<file path="src/rtl/video_mode_sequencer_if.sv">
// video_mode_sequencer_if: connects the mode sequencer to the video pipeline and the DRP engine.
//   mode_i        requested mode code (quasi-static, may glitch)
//   frame_start_i one-cycle pulse at the start of each output frame
//   mmcm_locked_i MMCM LOCKED (asynchronous)
//   ack_toggle_i  DRP engine toggles this once per completed request (asynchronous)
//   req_toggle_o  toggled once per reconfiguration request
//   state_sel_o   mode code handed to the DRP engine
//   pipe_rst_o    synchronous reset for capture/buffer/imageGen
//   blank_o       force black output, no TMDS data islands
//   busy_o        sequencer is not idle
//   timeout_err_o sticky abort flag
// master: the sequencer; slave: the pipeline/DRP side.
interface video_mode_sequencer_if #(parameter int MODE_W = 3);
    logic [MODE_W-1:0] mode_i;
    logic              frame_start_i;
    logic              mmcm_locked_i;
    logic              ack_toggle_i;
    logic              req_toggle_o;
    logic [MODE_W-1:0] state_sel_o;
    logic              pipe_rst_o;
    logic              blank_o;
    logic              busy_o;
    logic              timeout_err_o;
    modport master (
        input  mode_i, frame_start_i, mmcm_locked_i, ack_toggle_i,
        output req_toggle_o, state_sel_o, pipe_rst_o, blank_o, busy_o, timeout_err_o
    );
    modport slave (
        output mode_i, frame_start_i, mmcm_locked_i, ack_toggle_i,
        input  req_toggle_o, state_sel_o, pipe_rst_o, blank_o, busy_o, timeout_err_o
    );
endinterface

</file>
<file path="src/rtl/video_mode_sequencer.sv">
// video_mode_sequencer: debounces a requested video mode, waits for a frame boundary, blanks and
// resets the pipeline, then hands the new state_sel to the DRP engine over a toggle handshake.
//   pxlClk  pixel clock
//   rst     synchronous, active-high reset
//   bus     video_mode_sequencer_if.master (mode request, frame pulse, lock/ack in; request and
//           pipeline control out)
module video_mode_sequencer #(
    parameter int MODE_W       = 3,
    parameter int DEFAULT_MODE = 0,
    parameter int RST_CYCLES   = 1000,
    parameter int DEBOUNCE     = 16,
    parameter int SYNC_STAGES  = 2,
    parameter int TIMEOUT      = 2**20
) (
    input logic                    pxlClk,
    input logic                    rst,
    video_mode_sequencer_if.master bus
);
    localparam int LOCK_CYCLES = 64;
    localparam int DB_W = $clog2(DEBOUNCE + 1);
    localparam int RC_W = $clog2(RST_CYCLES + 1);
    localparam int TO_W = $clog2(TIMEOUT + 1);
    localparam int LK_W = $clog2(LOCK_CYCLES + 1);
    localparam logic [MODE_W-1:0] DEF_MODE = MODE_W'(DEFAULT_MODE);
    localparam logic [DB_W-1:0] DB_MAX = DB_W'(DEBOUNCE);
    localparam logic [RC_W-1:0] RC_LAST = RC_W'(RST_CYCLES - 1);
    localparam logic [TO_W-1:0] TO_LAST = TO_W'(TIMEOUT - 1);
    localparam logic [LK_W-1:0] LK_LAST = LK_W'(LOCK_CYCLES - 1);
    typedef enum logic [2:0] {POR, IDLE, WAIT_FRAME, BLANK, WAIT_ACK, WAIT_LOCK, SETTLE} state_t;
    state_t                 state_q, state_d;
    logic [SYNC_STAGES-1:0] ack_sync_q, lock_sync_q;
    logic                   ack_prev_q, ack_prev_d;
    logic [MODE_W-1:0]      mode_prev_q, target_q, target_d, state_sel_q, state_sel_d;
    logic [DB_W-1:0]        stable_cnt_q, stable_cnt_d;
    logic [RC_W-1:0]        rst_cnt_q, rst_cnt_d;
    logic [TO_W-1:0]        tmo_cnt_q, tmo_cnt_d;
    logic [LK_W-1:0]        lock_cnt_q, lock_cnt_d;
    logic                   req_q, req_d, err_q, err_d, blank_q, busy_q;
    logic                   ack_s, lock_s, mode_ok;
    assign ack_s  = ack_sync_q[SYNC_STAGES-1];
    assign lock_s = lock_sync_q[SYNC_STAGES-1];
    // A mode changing in this very cycle counts as unstable, so it beats a coincident frameStart.
    assign mode_ok = (stable_cnt_q == DB_MAX) && (bus.mode_i == mode_prev_q);
    assign stable_cnt_d = (bus.mode_i != mode_prev_q) ? '0 :
                          (stable_cnt_q == DB_MAX) ? stable_cnt_q : stable_cnt_q + DB_W'(1);
    always_comb begin
        state_d     = state_q;
        target_d    = target_q;
        state_sel_d = state_sel_q;
        req_d       = req_q;
        ack_prev_d  = ack_prev_q;
        err_d       = err_q;
        rst_cnt_d   = rst_cnt_q;
        tmo_cnt_d   = tmo_cnt_q;
        lock_cnt_d  = '0;
        case (state_q)
            POR: begin
                // Any acknowledge seen here belongs to a request from before reset.
                ack_prev_d = ack_s;
                if (rst_cnt_q == RC_LAST) begin
                    state_d   = IDLE;
                    rst_cnt_d = '0;
                end else rst_cnt_d = rst_cnt_q + RC_W'(1);
            end
            IDLE: if (mode_ok && bus.mode_i != state_sel_q) begin
                target_d = bus.mode_i;
                state_d  = WAIT_FRAME;
            end
            WAIT_FRAME: begin
                if (!mode_ok || bus.mode_i == state_sel_q) state_d = IDLE;
                else if (bus.frame_start_i) state_d = BLANK;
            end
            BLANK: begin
                state_sel_d = target_q;
                req_d       = ~req_q;
                tmo_cnt_d   = '0;
                state_d     = WAIT_ACK;
            end
            WAIT_ACK: begin
                if (ack_s != ack_prev_q) begin
                    ack_prev_d = ack_s;
                    tmo_cnt_d  = '0;
                    state_d    = WAIT_LOCK;
                end else if (tmo_cnt_q == TO_LAST) begin
                    err_d      = 1'b1;
                    ack_prev_d = ack_s;
                    tmo_cnt_d  = tmo_cnt_q + TO_W'(1);
                    rst_cnt_d  = '0;
                    state_d    = SETTLE;
                end else tmo_cnt_d = tmo_cnt_q + TO_W'(1);
            end
            WAIT_LOCK: begin
                if (lock_s && lock_cnt_q == LK_LAST) begin
                    rst_cnt_d = '0;
                    state_d   = SETTLE;
                end else if (tmo_cnt_q == TO_LAST) begin
                    err_d      = 1'b1;
                    ack_prev_d = ack_s;
                    tmo_cnt_d  = tmo_cnt_q + TO_W'(1);
                    rst_cnt_d  = '0;
                    state_d    = SETTLE;
                end else begin
                    tmo_cnt_d  = tmo_cnt_q + TO_W'(1);
                    lock_cnt_d = lock_s ? lock_cnt_q + LK_W'(1) : '0;
                end
            end
            SETTLE: begin
                // Losing lock restarts the settle window.
                if (!lock_s) rst_cnt_d = '0;
                else if (rst_cnt_q == RC_LAST) begin
                    rst_cnt_d = '0;
                    state_d   = IDLE;
                end else rst_cnt_d = rst_cnt_q + RC_W'(1);
            end
            default: state_d = POR;
        endcase
    end
    always_ff @(posedge pxlClk) begin
        if (rst) begin
            state_q      <= POR;
            ack_sync_q   <= '0;
            lock_sync_q  <= '0;
            ack_prev_q   <= 1'b0;
            mode_prev_q  <= DEF_MODE;
            target_q     <= DEF_MODE;
            state_sel_q  <= DEF_MODE;
            stable_cnt_q <= '0;
            rst_cnt_q    <= '0;
            tmo_cnt_q    <= '0;
            lock_cnt_q   <= '0;
            req_q        <= 1'b0;
            err_q        <= 1'b0;
            blank_q      <= 1'b1;
            busy_q       <= 1'b1;
        end else begin
            state_q      <= state_d;
            ack_sync_q   <= {ack_sync_q[SYNC_STAGES-2:0], bus.ack_toggle_i};
            lock_sync_q  <= {lock_sync_q[SYNC_STAGES-2:0], bus.mmcm_locked_i};
            ack_prev_q   <= ack_prev_d;
            mode_prev_q  <= bus.mode_i;
            target_q     <= target_d;
            state_sel_q  <= state_sel_d;
            stable_cnt_q <= stable_cnt_d;
            rst_cnt_q    <= rst_cnt_d;
            tmo_cnt_q    <= tmo_cnt_d;
            lock_cnt_q   <= lock_cnt_d;
            req_q        <= req_d;
            err_q        <= err_d;
            // Outputs are registered from the next state so they carry no decode glitches.
            blank_q      <= !(state_d inside {IDLE, WAIT_FRAME});
            busy_q       <= state_d != IDLE;
        end
    end
    assign bus.req_toggle_o  = req_q;
    assign bus.state_sel_o   = state_sel_q;
    assign bus.pipe_rst_o    = blank_q;
    assign bus.blank_o       = blank_q;
    assign bus.busy_o        = busy_q;
    assign bus.timeout_err_o = err_q;
endmodule
</file>
<file path="src/flat_wrapper.sv">
// flat-port wrapper written by rule: the top's interface ports become plain ports
module video_mode_sequencer_flat 
#(
    parameter int MODE_W       = 3,
    parameter int DEFAULT_MODE = 0,
    parameter int RST_CYCLES   = 1000,
    parameter int DEBOUNCE     = 16,
    parameter int SYNC_STAGES  = 2,
    parameter int TIMEOUT      = 2**20
)
  (pxlClk, rst, bus_mode_i, bus_frame_start_i, bus_mmcm_locked_i, bus_ack_toggle_i, bus_req_toggle_o, bus_state_sel_o, bus_pipe_rst_o, bus_blank_o, bus_busy_o, bus_timeout_err_o);
  video_mode_sequencer_if #(.MODE_W(MODE_W)) bus_i ();
  input logic pxlClk;
  input logic rst;
  input wire logic [$bits(bus_i.mode_i)-1:0] bus_mode_i;
  input wire logic [$bits(bus_i.frame_start_i)-1:0] bus_frame_start_i;
  input wire logic [$bits(bus_i.mmcm_locked_i)-1:0] bus_mmcm_locked_i;
  input wire logic [$bits(bus_i.ack_toggle_i)-1:0] bus_ack_toggle_i;
  output wire logic [$bits(bus_i.req_toggle_o)-1:0] bus_req_toggle_o;
  output wire logic [$bits(bus_i.state_sel_o)-1:0] bus_state_sel_o;
  output wire logic [$bits(bus_i.pipe_rst_o)-1:0] bus_pipe_rst_o;
  output wire logic [$bits(bus_i.blank_o)-1:0] bus_blank_o;
  output wire logic [$bits(bus_i.busy_o)-1:0] bus_busy_o;
  output wire logic [$bits(bus_i.timeout_err_o)-1:0] bus_timeout_err_o;
  assign bus_i.mode_i = bus_mode_i;
  assign bus_i.frame_start_i = bus_frame_start_i;
  assign bus_i.mmcm_locked_i = bus_mmcm_locked_i;
  assign bus_i.ack_toggle_i = bus_ack_toggle_i;
  assign bus_req_toggle_o = bus_i.req_toggle_o;
  assign bus_state_sel_o = bus_i.state_sel_o;
  assign bus_pipe_rst_o = bus_i.pipe_rst_o;
  assign bus_blank_o = bus_i.blank_o;
  assign bus_busy_o = bus_i.busy_o;
  assign bus_timeout_err_o = bus_i.timeout_err_o;
  video_mode_sequencer #(.MODE_W(MODE_W), .DEFAULT_MODE(DEFAULT_MODE), .RST_CYCLES(RST_CYCLES), .DEBOUNCE(DEBOUNCE), .SYNC_STAGES(SYNC_STAGES), .TIMEOUT(TIMEOUT)) u_core (.pxlClk(pxlClk), .rst(rst), .bus(bus_i));
endmodule
</file>
<file path="config.mk">
export PLATFORM = sky130hd
export DESIGN_NAME = video_mode_sequencer_flat
export DESIGN_NICKNAME = d
export VERILOG_FILES = /design/src/rtl/video_mode_sequencer_if.sv /design/src/rtl/video_mode_sequencer.sv /design/src/flat_wrapper.sv
export SDC_FILE = /design/constraint.sdc
export NUM_CORES = 1
export LEC_CHECK = 0
export CORE_UTILIZATION = 65
export CTS_BUF_LIST = sky130_fd_sc_hd__clkbuf_4 sky130_fd_sc_hd__clkbuf_8
export CTS_CLUSTER_SIZE = 10
export DETAILED_ROUTE_END_ITERATION = 7
export HOLD_SLACK_MARGIN = 0.02
export PLACE_DENSITY_LB_ADDON = 0.3
export SYNTH_ARGS = -nofsm -noshare
export SYNTH_HDL_FRONTEND = slang
export SYNTH_SLANG_ARGS = --single-unit
</file>
<file path="constraint.sdc">
create_clock -name pxlClk -period 3.99 [get_ports pxlClk]
set_input_delay 0.9975 -clock pxlClk [delete_from_list [all_inputs] [get_ports pxlClk]]
set_output_delay 0.9975 -clock pxlClk [all_outputs]
set_load 0.02 [all_outputs]
</file>
==> reports/qor.txt, run 1 <==
=====================================================================================
Status                                                                   finished, final reports clean
Maximum resistive drop on vdd                                             0.0002530 V
Final-layout setup total negative slack                                          0 ns
Count of H-tree levels built during CTS                                             3
Flop and latch count out of synthesis                                              64
Crit-path cells                                                          inv_1 > ha_1 > nor4bb_1 > nand3_2 > or4_1 > mux2i_1 > nor2_1
Final setup vio count                                                               0
Drt total wl                                                                  5774 um
Hold crit path type                                                        reg -> reg
Core box area                                                            0.004354 mm^2
Final Cycle Share                                                              71.14%
Number of maximum-capacitance constraint violations                                 0
Area post-placement                                                      0.003110 mm^2
Syn Area/Cell                                                              8.936 um^2
Final std cell area, no fill                                             0.003336 mm^2
Global-route wire length before repair                                        9653 um
Highest net fanout along the worst path                                             5
Pin count of the biggest net entering global routing                               34
Most frequent standard cell in the layout excluding fill and tap cells        dfxtp_1
WS Path Type                                                               reg -> reg
Share of final-layout standard cells stronger than drive strength 1            9.456%
Sequential-to-total area share from yosys stat                                 43.32%
Vias post-DR                                                                     2357
Area added between synthesis and finish                                        12.77%
Kind of start point of the critical path                                         flop
CTS tree                                                                        built
Area of all sequential standard cells                                    0.001281 mm^2
Clock Root Buffer                                                            clkbuf_8
Largest clock skew in the final design                                    0.005319 ns
Largest incremental delay on the critical path                                1.06 ns
Leak                                                                         1.265 nW
Switching power total                                                        268.3 uW
Slew Limit Fails                                                                    0
Post-CTS Setup Bufs                                                                 0
Bufs on Longest Clock Path                                                          2
Worst Max-Slew Pin Slew                                                      1.278 ns
Netlist area before placement                                            0.002958 mm^2
Unrepaired setup endpoints after global routing                                 false
Fmax                                                                        352.3 MHz
Detailed placement HPWL                                                       3774 um
EDFF count, synth                                                                   0
Combinational share of power                                                     2.8%
I/O Pins                                                                           16
Iter 0 DRT Violations                                                             150
Antenna fix cells                                                                   0
Drt first pass iters                                                                4
Die Y-Extent                                                                 69.46 um
Final critical path time including I/O delays and setup                      2.839 ns
Data required time of the worst path                                          4.21 ns
Yosys warnings                                                                      0
Count of mapped cells out of synthesis                                            331
Sw Ratio                                                                       20.33%
Endpoint type of the worst setup path                                            flop
Quantity of I/O buffers inserted on ports                                          15
Final RePlAce weighted congestion                                              0.8614
Post-route DRC violation count                                                      0
Share of total power in sequential cells                                        49.4%
Commonest cells after routing, fill and taps aside                       64 x dfxtp_1, 51 x nor2_1, 28 x xor2_1
Final-stage net count                                                             357
Clock-pin slew of the registers on the worst-case setup and hold paths        0.07 ns
Sink Count                                                                         64
Area of the multi-input gates                                            0.001584 mm^2
Worst slew margin                                                              13.64%
Floorplan die width                                                          69.46 um
Number of gates resized after CTS                                                   0
Most used DFF post-synth                                                      dfxtp_1
Average vias per placed instance                                                5.878
Cell internal power dissipation                                              1.052 mW
Data arrival time of the critical path                                        3.06 ns
Count of buffer and inverter cells on the critical path                             1
Post-synthesis cell type count                                                     53
Vias in the first global route                                                   2158
Cts hold-fix bufs                                                                   0
Die Area                                                                 0.004824 mm^2
Clock insertion delay at the later pin of the skew report                     0.34 ns
ANT nets after route                                                                0
Synth Net Count                                                                   344
Power density over the cells                                             395.8 mW/mm^2
Kind of cell adding the most delay to the critical path                  simple AND/OR/NAND/NOR gates
Total clock buffers created by CTS                                                  9
Effective utilization at floorplan                                             67.93%
Share of flip-flops with an asynchronous set or reset after synthesis              0%
Hold Fails Final Rpt                                                                0
Global Route Usage Sum                                                         25.66%
Crit-path slowest cell                                                       nor4bb_1
Initial antenna violation count                                                     0
Fill cells                                                                        293
Global route overflow                                                               0
Wire per inst                                                                14.40 um
Clock power frac                                                                47.8%
Cell row count                                                                     24
=====================================================================================
## power by group through the flow
stage / registers [mW] / logic, mW / clock network [mW]
after global routing: 0.652 / 0.0409 / 0.663
after detailed placement: 0.666 / 0.0366 / 0
after floorplan: 0.664 / 0.0233 / 0
after CTS: 0.652 / 0.0373 / 0.636
after global placement: 0.666 / 0.0357 / 0
final: 0.652 / 0.0371 / 0.631
## through the flow
step / hold WS [ns] / instances / worst slack, ns / utilization [%] / power, mW
2_1_floorplan: 0.4132 / 331 / 1.633 / - / 0.6877
3_3_place_gp: 0.4225 / 385 / 1.026 / 71.44 / 0.7013
3_5_place_dp: 0.4311 / 385 / 0.9384 / 71.44 / 0.7026
4_1_cts: 0.4453 / 401 / 1.197 / 76.61 / 1.324
5_1_grt: 0.4594 / 401 / 1.027 / 76.61 / 1.356
6_report: 0.4481 / 401 / 1.151 / 76.61 / 1.320
## cells in the mapped netlist, types with 2 or more instances
master / n / area [um^2]
a31oi_1: 3 / 18.77
nor3_2: 2 / 20.02
a22oi_1: 2 / 15.01
a21oi_2: 2 / 17.52
dfxtp_1: 64 / 1281
xnor2_1: 9 / 78.83
a41oi_1: 2 / 17.52
nand4_1: 13 / 81.33
nand4b_1: 3 / 26.28
and2_1: 2 / 12.51
o21a_1: 2 / 15.01
mux2i_1: 6 / 60.06
or4_1: 2 / 15.01
inv_1: 6 / 22.52
clkbuf_1: 6 / 22.52
and4_1: 2 / 17.52
a21oi_1: 18 / 90.09
o21ai_0: 3 / 15.01
ha_1: 5 / 62.56
buf_4: 3 / 22.52
nor2b_1: 8 / 50.05
buf_2: 4 / 20.02
xor2_1: 28 / 245.2
nand3b_1: 3 / 22.52
nand3_1: 20 / 100.1
nor3_1: 10 / 50.05
nand2b_1: 5 / 31.28
nand2_1: 19 / 71.32
or3_1: 2 / 12.51
nor2_1: 51 / 191.4
and3_1: 4 / 25.02
## state kept, by name (all words and copies together) (netlist names)
signal	flops
u_core.lock_sync_q	2
u_core.bus.blank_o	1
u_core.bus.state_sel_o	3
u_core.bus.busy_o	1
u_core.stable_cnt_q	5
u_core.target_q	3
u_core.state_q	3
u_core.mode_prev_q	3
u_core.ack_prev_q	1
u_core.bus.timeout_err_o	1
u_core.ack_sync_q	2
u_core.lock_cnt_q	7
u_core.bus.req_toggle_o	1
u_core.tmo_cnt_q	21
u_core.rst_cnt_q	10
## layout make-up
cell class,instances,share of cell area [%]
Clock buffer,13,4.801
Timing Repair Buffer,16,4.726
Clock inverter,3,1.950
Inverter,6,0.6752
Tap cell,52,1.950
Sequential cell,64,38.41
Multi-Input combinational cell,247,47.49
## metal layers
layer  vias up  global-route usage [%]  share of wire [%]
li1       1173                       -                  -
met1      1118                   32.62                 47
met2        49                   39.27                 46
met3        17                   5.378                4.1
met4         0                   17.01                2.9
met5         -                       0                  0
## cells by family (layout without fill, tap and decap cells)
logic type / count (synthesis) / after routing / share of synthesized area, %
AO/OA/AOI/OAI: 41 / 41 / 10.03
XOR/XNOR: 37 / 37 / 10.96
adder cells (fa/ha/maj): 5 / 5 / 2.115
buffers and inverters: 20 / 38 / 3.130
flip-flops: 64 / 64 / 43.32
multiplexers: 6 / 6 / 2.031
AND/OR/NAND/NOR: 158 / 158 / 28.43
## worst paths after layout
| kind | end | start | cells after the start | slack [ns] |
|---|---|---|---|---|
| setup / recovery | u_core.target_q[2] | u_core.stable_cnt_q[0] | 7 | 1.15 |
| hold / removal | u_core.lock_cnt_q[0] | u_core.lock_cnt_q[0] | 1 | 0.45 |
| setup reg to reg | u_core.target_q[2] | u_core.stable_cnt_q[0] | 7 | 1.15 |
| hold reg to reg | u_core.lock_cnt_q[0] | u_core.lock_cnt_q[0] | 1 | 0.45 |
(Power assumes the default switching activity.)
==> inputs of run 2 (changes only) <==
CORE_UTILIZATION = 56   (was 65)
clock period = 2.3 ns   (was 3.99 ns; I/O delays follow)
==> run 2 against run 1 <==
  * Clock power grew 79%
  * Combinational power up 97%
  * Power is 77% higher
  * Flip-flop and latch count unchanged
  * Clock skew increased by 0.0033 ns
  * Register-to-register slack worse by 0.94 ns
  * Worst hold slack lost 0.0069 ns
  * Count of clock-buffer cells in the layout rose by 1
  * Critical path depth did not move
==> reports/qor.txt, run 2 (same netlist as run 1, synthesis figures left out) <==
=====================================================================================
Global Route Usage Sum                                                         22.84%   -2.8 points
Endpoint type of the worst setup path                                            flop
Clock power frac                                                                48.4%   +0.6 points
Non-Filler Instances                                                              433   +8.0%
Core box area                                                            0.005107 mm^2   +17%
Final Cycle Share                                                              91.93%
Initial antenna violation count                                                     0   unchanged
Post-CTS Setup Bufs                                                                 0   unchanged
Drt total wl                                                                  5736 um   -0.66%
Effective utilization at floorplan                                             57.91%   -10 points
Count of buffer and inverter cells on the critical path                             1   unchanged
Slew Limit Fails                                                                    0   unchanged
Largest incremental delay on the critical path                                0.51 ns   -0.55 ns
Combinational share of power                                                     3.1%   +0.3 points
Cell internal power dissipation                                              1.881 mW   +79%
Worst slew margin                                                              65.12%   +51 points
Floorplan die width                                                          74.68 um   +7.5%
CTS tree                                                                        built
Quantity of I/O buffers inserted on ports                                          15   unchanged
Die Y-Extent                                                                 74.68 um   +7.5%
Setup slack on the worst flop-to-flop path                                    0.21 ns   -0.94 ns
Cell row count                                                                     26   +8.3%
Status                                                                   finished, final reports clean
Register with the highest flop count                                     u_core.tmo_cnt_q
Max reg flops                                                                      21   unchanged
Clock Root Buffer                                                            clkbuf_8
Top Registers                                                            u_core.tmo_cnt_q x21, u_core.rst_cnt_q x10, u_core.lock_cnt_q x7
Placed Cells incl. Taps                                                           417   +8.3%
Slack of the critical path                                                  0.1856 ns   -0.9657 ns
Area added between synthesis and finish                                        17.60%
Placement Setup Slack                                                      -0.1707 ns   -1.109 ns
Sw Ratio                                                                       19.38%   -0.95 points
Iter 0 DRT Violations                                                             114   -24%
Final setup vio count                                                               0   unchanged
Power density over the cells                                             670.7 mW/mm^2   +69%
Final-stage net count                                                             371   +3.9%
Largest clock skew in the final design                                    0.008618 ns   +0.003299 ns
Crit-path cells                                                          clkdlybuf4s50_1 > xor2_1 > nor3_2 > nand3_2 > or4_1 > mux2i_1 > nor2_1
Commonest cells after routing, fill and taps aside                       64 x dfxtp_1, 51 x nor2_1, 28 x xor2_1
Fmax                                                                        472.9 MHz
Crit-path slowest cell                                                          or4_1
Worst Max-Slew Pin Slew                                                     0.5232 ns   -0.7548 ns
Clock-pin slew of the registers on the worst-case setup and hold paths        0.07 ns   about the same
Post-layout power                                                            2.333 mW   +77%
ANT nets after route                                                                0   unchanged
Sink Count                                                                         64   unchanged
Post-route DRC violation count                                                      0   unchanged
Global route overflow                                                               0   unchanged
Wire per inst                                                                13.25 um   -8.0%
Data required time of the worst path                                          2.53 ns   -1.68 ns
WS Path Type                                                                in -> reg
Kind of start point of the critical path                                   input port
Clock insertion delay at the later pin of the skew report                     0.34 ns   about the same
Share of total power in sequential cells                                        48.5%   -0.9 points
Data arrival time of the critical path                                        2.34 ns   -0.72 ns
Hold crit path type                                                        reg -> reg
Bufs on Longest Clock Path                                                          2   unchanged
Highest net fanout along the worst path                                             3   -2
Leak                                                                         1.342 nW   +6.1%
Share of final-layout standard cells stronger than drive strength 1            12.95%   +3.5 points
Maximum resistive drop on vdd                                             0.0005553 V   +120%
Total clock buffers created by CTS                                                  9   unchanged
Die Area                                                                 0.005576 mm^2   +16%
Worst hold margin                                                           0.4411 ns   -0.006943 ns
Pin count of the biggest net entering global routing                               22   -35%
Unrepaired setup endpoints after global routing                                 false
Switching power total                                                        452.2 uW   +69%
Vias post-DR                                                                     2367   +0.42%
Most frequent standard cell in the layout excluding fill and tap cells        dfxtp_1
Number of gates resized after CTS                                                   0   unchanged
Antenna fix cells                                                                   0   unchanged
Cts hold-fix bufs                                                                   0   unchanged
Detailed placement HPWL                                                       4089 um   +8.3%
I/O Pins                                                                           16   unchanged
Kind of cell adding the most delay to the critical path                  simple AND/OR/NAND/NOR gates
Drt first pass iters                                                                4   unchanged
Final RePlAce weighted congestion                                              0.8542   -0.84%
Final critical path time including I/O delays and setup                      2.114 ns
Vias in the first global route                                                   2068   -4.2%
Hold Fails Final Rpt                                                                0   unchanged
Count of H-tree levels built during CTS                                             3   unchanged
Average vias per placed instance                                                5.467   -7.0%
Global-route wire length before repair                                        9342 um   -3.2%
Number of maximum-capacitance constraint violations                                 0   unchanged
=====================================================================================
run 2: stage by stage:
stage	cell area (um^2)	TNS [ns]	util (%)
after floorplan	2958	0	-
after global placement	3238	-0.3364	63.40
after detailed placement	3238	-0.7058	63.40
after CTS	3478	0	68.10
after global routing	3478	0	68.10
final	3478	0	68.10
run 2: final cells by class:
class	instances	area [um^2]
Sequential cell	64	1281
Fill cell	422	1629
Tap cell	70	87.58
Clock inverter	2	60.06
Inverter	6	22.52
Clock buffer	14	180.2
Timing Repair Buffer	30	262.8
Multi-Input combinational cell	247	1584
run 2: power by group through the flow:
stage               Combinational, mW  Sequential, mW  Clock (mW)
floorplan                      0.0404            1.15           0
global placement               0.0707            1.15           0
detailed placement             0.0725            1.16           0
CTS                            0.0733            1.13        1.16
global route                   0.0808            1.13        1.21
finish                         0.0732            1.13        1.13
run 2: path summary, 6_finish.rpt:
| kind | from | endpoint | cells after the start |
|---|---|---|---|
| worst min-delay path | u_core.ack_sync_q[0] | u_core.ack_sync_q[1] | 1 |
| worst max register to register | u_core.lock_cnt_q[0] | u_core.bus.blank_o | 7 |
| worst max-delay path | bus_mode_i[1] | u_core.target_q[1] | 7 |
| worst min register to register | u_core.ack_sync_q[0] | u_core.ack_sync_q[1] | 1 |
run 2: routing by layer:
metal	global-route usage (%)	share of wire, %
met2	36.84	48
met3	9.371	3.9
met1	27.84	47
met4	7.338	1.4
met5	0	0
run 2: worst register-to-register path, stage by stage (launching register included):
cell,delay [ns]
dfxtp_1,0.35
ha_1,0.19
nand3_1,0.21
nor3_1,0.35
nand2_1,0.16
a221oi_4,0.33
xor2_1,0.09
or3_1,0.30
==> inputs of run 3 (changes only) <==
SLEW_MARGIN = 5   (was not set)
==> results of run 3 <==
Same layout as run 2: the final DEF is identical, and so are final timing and power.
